### src/rtl/parity_frame_gen.sv
// parity_frame_gen: handshaked frame parity generator.
// Takes FRAME_LEN words of WIDTH bits and emits one parity bit per frame.
// The parity mode (odd/even) is latched from the first word of each frame.
// Optional checker mode: define PARITY_FRAME_CHECK_EN to add chk_bit/par_err.
module parity_frame_gen #(
    parameter int WIDTH     = 8,
    parameter int FRAME_LEN = 4,
    parameter int CNT_W     = 8
) (
    input  logic             clk,
    input  logic             rst,
    input  logic             in_valid,
    output logic             in_ready,
    input  logic [WIDTH-1:0] in_data,
    input  logic             odd_sel,
    input  logic             frame_abort,
    output logic             par_valid,
    input  logic             par_ready,
    output logic             par_bit,
`ifdef PARITY_FRAME_CHECK_EN
    input  logic             chk_bit,
    output logic             par_err,
`endif
    output logic [CNT_W-1:0] frame_cnt
);

    localparam int WC_W = (FRAME_LEN > 1) ? $clog2(FRAME_LEN) : 1;
    localparam logic [WC_W-1:0] LAST_IDX = WC_W'(FRAME_LEN - 1);

    typedef enum logic [1:0] {IDLE, ACCUM, OUT} state_t;

    state_t          state;
    logic [WC_W-1:0] wcnt;
    logic            acc;
    logic            mode;

    logic word_par;
    logic cur_mode;
    logic frame_par;
    logic out_bit;

    // Parity of the incoming word folded into the running frame parity; the
    // first word of a frame uses odd_sel directly since mode isn't latched yet.
    always_comb begin
        word_par  = ^in_data;
        cur_mode  = (wcnt == '0) ? odd_sel : mode;
        frame_par = acc ^ word_par;
        out_bit   = frame_par ^ cur_mode;
    end

    // Frame control FSM with all outputs registered.
    always_ff @(posedge clk or posedge rst) begin
        if (rst) begin
            state     <= IDLE;
            in_ready  <= 1'b0;
            par_valid <= 1'b0;
            par_bit   <= 1'b0;
            frame_cnt <= '0;
            wcnt      <= '0;
            acc       <= 1'b0;
            mode      <= 1'b0;
`ifdef PARITY_FRAME_CHECK_EN
            par_err   <= 1'b0;
`endif
        end else begin
            case (state)
                IDLE: begin
                    state    <= ACCUM;
                    in_ready <= 1'b1;
                end
                ACCUM: begin
                    if (frame_abort) begin
                        // Abort wins over a same-cycle word.
                        wcnt <= '0;
                        acc  <= 1'b0;
                    end else if (in_valid && in_ready) begin
                        if (wcnt == '0)
                            mode <= odd_sel;
                        if (wcnt == LAST_IDX) begin
                            wcnt      <= '0;
                            acc       <= frame_par;
                            par_bit   <= out_bit;
                            par_valid <= 1'b1;
                            in_ready  <= 1'b0;
                            frame_cnt <= frame_cnt + 1'b1;
`ifdef PARITY_FRAME_CHECK_EN
                            par_err   <= (chk_bit != out_bit);
`endif
                            state     <= OUT;
                        end else begin
                            wcnt <= wcnt + 1'b1;
                            acc  <= frame_par;
                        end
                    end
                end
                OUT: begin
                    // Completed frame is always delivered; abort is ignored here.
                    if (par_valid && par_ready) begin
                        par_valid <= 1'b0;
                        wcnt      <= '0;
                        acc       <= 1'b0;
                        in_ready  <= 1'b1;
`ifdef PARITY_FRAME_CHECK_EN
                        par_err   <= 1'b0;
`endif
                        state     <= ACCUM;
                    end
                end
                default: begin
                    state    <= IDLE;
                    in_ready <= 1'b0;
                end
            endcase
        end
    end

endmodule

### config.mk
export PLATFORM = sky130hd
export DESIGN_NAME = parity_frame_gen
export DESIGN_NICKNAME = d
export VERILOG_FILES = /design/src/rtl/parity_frame_gen.sv
export SDC_FILE = /design/constraint.sdc
export NUM_CORES = 1
export LEC_CHECK = 0
export ABC_AREA = 1
export BUFFER_PORTS_ARGS = -buffer_cell sky130_fd_sc_hd__buf_4
export CORE_UTILIZATION = 58
export CTS_BUF_LIST = sky130_fd_sc_hd__clkbuf_2
export DETAILED_ROUTE_END_ITERATION = 6
export GPL_TIMING_DRIVEN = 1
export PLACE_DENSITY = 0.86
export SLEW_MARGIN = 30
export SYNTH_ARGS = -nofsm -noshare
export SYNTH_HDL_FRONTEND = slang
export SYNTH_SLANG_ARGS = --single-unit
### constraint.sdc
create_clock -name clk -period 2.6 [get_ports clk]
set_input_delay 0.39 -clock clk [delete_from_list [all_inputs] [get_ports clk]]
set_output_delay 0.39 -clock clk [all_outputs]
set_load 0.01 [all_outputs]
==> impl_metrics.env <==
export IMPL_outcome="finished clean"
export IMPL_coreArea_um2=1559
export IMPL_clock_latency_ns=0.30
export IMPL_drv_cap=0
export IMPL_critPathSlowestCell="dfrtp_1"
export IMPL_cts_resized=0
export IMPL_clockBufferDepth=2
export IMPL_cts_max_level=1
export IMPL_finalCriticalPeriod_ns=1.457
export IMPL_path_max_fanout=8
export IMPL_start_kind="flop"
export IMPL_num_vias=903
export IMPL_via_per_inst=5.131
export IMPL_synth_edff_count=0
export IMPL_crit_arrival_ns=1.70
export IMPL_die_w_um=43.75
export IMPL_async_reset_ff_share_pct=100.0
export IMPL_hold_path_class="in -> async"
export IMPL_clk_pin_slew_worst_paths_ns=0.18
export IMPL_syn_nets=149
export IMPL_cts_buffers=3
export IMPL_path_class="reg -> reg"
export IMPL_cts_tree="yes"
export IMPL_fin_setup_tns_ns=0
export IMPL_yosysTopAreaCell="dfrtp_1"
export IMPL_antenna_found_initial=0
export IMPL_p_leak_uw=0.0007146
export IMPL_cp_end_kind="flop"
export IMPL_final_setup_skew_ns=0.01864
export IMPL_drtAntennaViolNets=0
export IMPL_min_period_over_period_pct=56.04
export IMPL_ir_drop_mv=0.3682
export IMPL_dieArea_um2=1914
export IMPL_maxSlewViolCount=0
export IMPL_drt_iter0_markers=24
export IMPL_grt_max_degree=18
export IMPL_cp_slowest_stage_delay_ns=0.39
export IMPL_die_h_um=43.75
export IMPL_syn_cell_area_um2=1011
export IMPL_synth_top_flop_cell="dfrtp_1"
export IMPL_critPathBufInv=1
export IMPL_routedWlPerCell_um=11.21
export IMPL_first_global_vias=887
export IMPL_synth_top_area_share_pct=42.08
export IMPL_start_util_pct=64.85
export IMPL_cts_sinks=17
export IMPL_power_per_cell_area_nw_per_um2=469.3
export IMPL_place_congestion=0.7709
export IMPL_grt_pass1_wl_um=3401
export IMPL_io_pins=25
export IMPL_syn_area_per_cell_um2=7.659
export IMPL_hold_viol=0
export IMPL_slew_headroom_pct=58.23
export IMPL_ys_top_cells_by_area="dfrtp_1 42%, nand2_1 15%, nand3_1 7.9%"
export IMPL_setup_violations=0
export IMPL_layout_area_overhead_vs_synth_pct=21.78
export IMPL_ys_types=22
export IMPL_stdcell_count=176
export IMPL_synth_seq_area_share_pct=42.08
export IMPL_cts_root_buf="clkbuf_2"
export IMPL_firstDrtPassIters=4
export IMPL_required_ns=2.85
export IMPL_drive_above_1_share_pct=23.13
export IMPL_synthCells=132
export IMPL_antenna_cells=0
export IMPL_dpl_cell_count=172
export IMPL_rows=14
export IMPL_cts_setup_buffers=0
export IMPL_drc=0
export IMPL_cp_cell_sequence="ha_1, inv_1, nor3_4, nand2_4, nor2_4, nand3_2, nor2_2, xor2_1"
export IMPL_ys_warn_count=0
export IMPL_io_buffers=24
export IMPL_rsz0062_at_grt="no"
export IMPL_cp_top_family="simple AND/OR/NAND/NOR gates"
export IMPL_nets=178
export IMPL_fmax_mhz=686.3
export IMPL_grt_overflow=0
export IMPL_drt_total_wl_um=1973
export IMPL_hold_buffers=0
export IMPL_dp_hpwl_um=1632
export IMPL_worst_slew_pin_slew_ns=0.6259
export IMPL_grt_util_all_layers_pct=23.68
export IMPL_ys_ff_latch=17
[area by class of cell]
| type | instances | area, um2 |
|---|---|---|
| clock inverters | 1 | 5.005 |
| fillers | 105 | 327.8 |
| well taps | 16 | 20.02 |
| inverters | 21 | 78.83 |
| clock buffers | 3 | 15.01 |
| repair buffers | 24 | 180.2 |
| multi-input cells | 94 | 506.7 |
| flip-flops and latches | 17 | 425.4 |
[cells in the final DEF, fill, tap and decap left out]
| master | instances |
|---|---|
| nor2_4 | 1 |
| nand4_1 | 1 |
| nand3_1 | 16 |
| ha_1 | 3 |
| buf_4 | 24 |
| nor3_4 | 1 |
| dfrtp_1 | 17 |
| a21oi_1 | 3 |
| o31ai_1 | 1 |
| o21ai_0 | 6 |
| nand2_4 | 1 |
| xor2_1 | 4 |
| nand2_2 | 1 |
| o21bai_1 | 1 |
| or2_2 | 1 |
| nor2_1 | 4 |
| xnor2_1 | 4 |
| nand3_2 | 1 |
| inv_1 | 20 |
| nor3_1 | 2 |
| clkbuf_2 | 3 |
| nor2_2 | 2 |
| nand2_1 | 41 |
| inv_2 | 1 |
| clkinv_2 | 1 |
[stage by stage]
| step | hold WS, ns | instance area, um2 | power (uW) | setup slack, ns | util [%] |
|---|---|---|---|---|---|
| floorplan | 0.3161 | 1011 | 406.1 | 1.284 | - |
| global placement | 0.4587 | 1211 | 454.1 | 1.230 | 77.69 |
| detailed placement | 0.4638 | 1211 | 464.5 | 1.142 | 77.69 |
| CTS | 0.1698 | 1231 | 580.2 | 1.119 | 78.97 |
| global route | 0.1871 | 1231 | 615.9 | 1.062 | 78.97 |
| finish | 0.1375 | 1231 | 577.8 | 1.143 | 78.97 |
[metal layers]
layer / part of all wire [%] / global-route usage, % / vias up
li1: - / - / 469
met2: 52 / 44.18 / 24
met4: 0.35 / 5.625 / 0
met5: 0 / 0 / -
met1: 43 / 28.14 / 408
met3: 4.4 / 3.750 / 2
[kinds of logic (layout without fill, tap and decap cells)]
kind of cell	after synthesis	in the layout	share of synthesized area [%]
compound gates	11	11	5.941
buf+inv	21	49	7.796
xor+xnor	8	8	6.930
fa+ha+maj	3	3	3.713
simple gates	72	72	33.54
flops	17	17	42.08
[registers in the layout, summed over array words and instances (netlist names)]
signal	count
acc	1
frame_cnt	8
in_ready	1
mode	1
par_bit	1
par_valid	1
state	2
wcnt	2
[synthesized netlist by cell type, types with 2 or more instances]
library cell,n
nor3_1,2
inv_1,20
nor2_1,4
nand2_1,41
nor2_2,2
o21ai_0,6
dfrtp_1,17
nand3_1,16
xor2_1,4
a21oi_1,3
ha_1,3
xnor2_1,4
[report_power, final]
part / total [uW] / internal (uW) / switching [uW]
clock: 119 / 34.8 / 84.3
sequential: 310 / 289 / 20.8
combinational: 149 / 63.6 / 85.0
[final timing paths]
check	startpoint	to	slack [ns]	depth (start not counted)
min in group clk	frame_abort	frame_cnt[0]	0.43	4
setup reg to reg	wcnt[1]	frame_cnt[6]	1.14	8
hold reg to reg	frame_cnt[7]	frame_cnt[7]	0.48	1
setup / recovery	wcnt[1]	frame_cnt[6]	1.14	8
hold / removal	rst	frame_cnt[7]	0.14	2
max in group asynchronous	rst	par_valid	2.04	2
(Power assumes the default switching activity.)
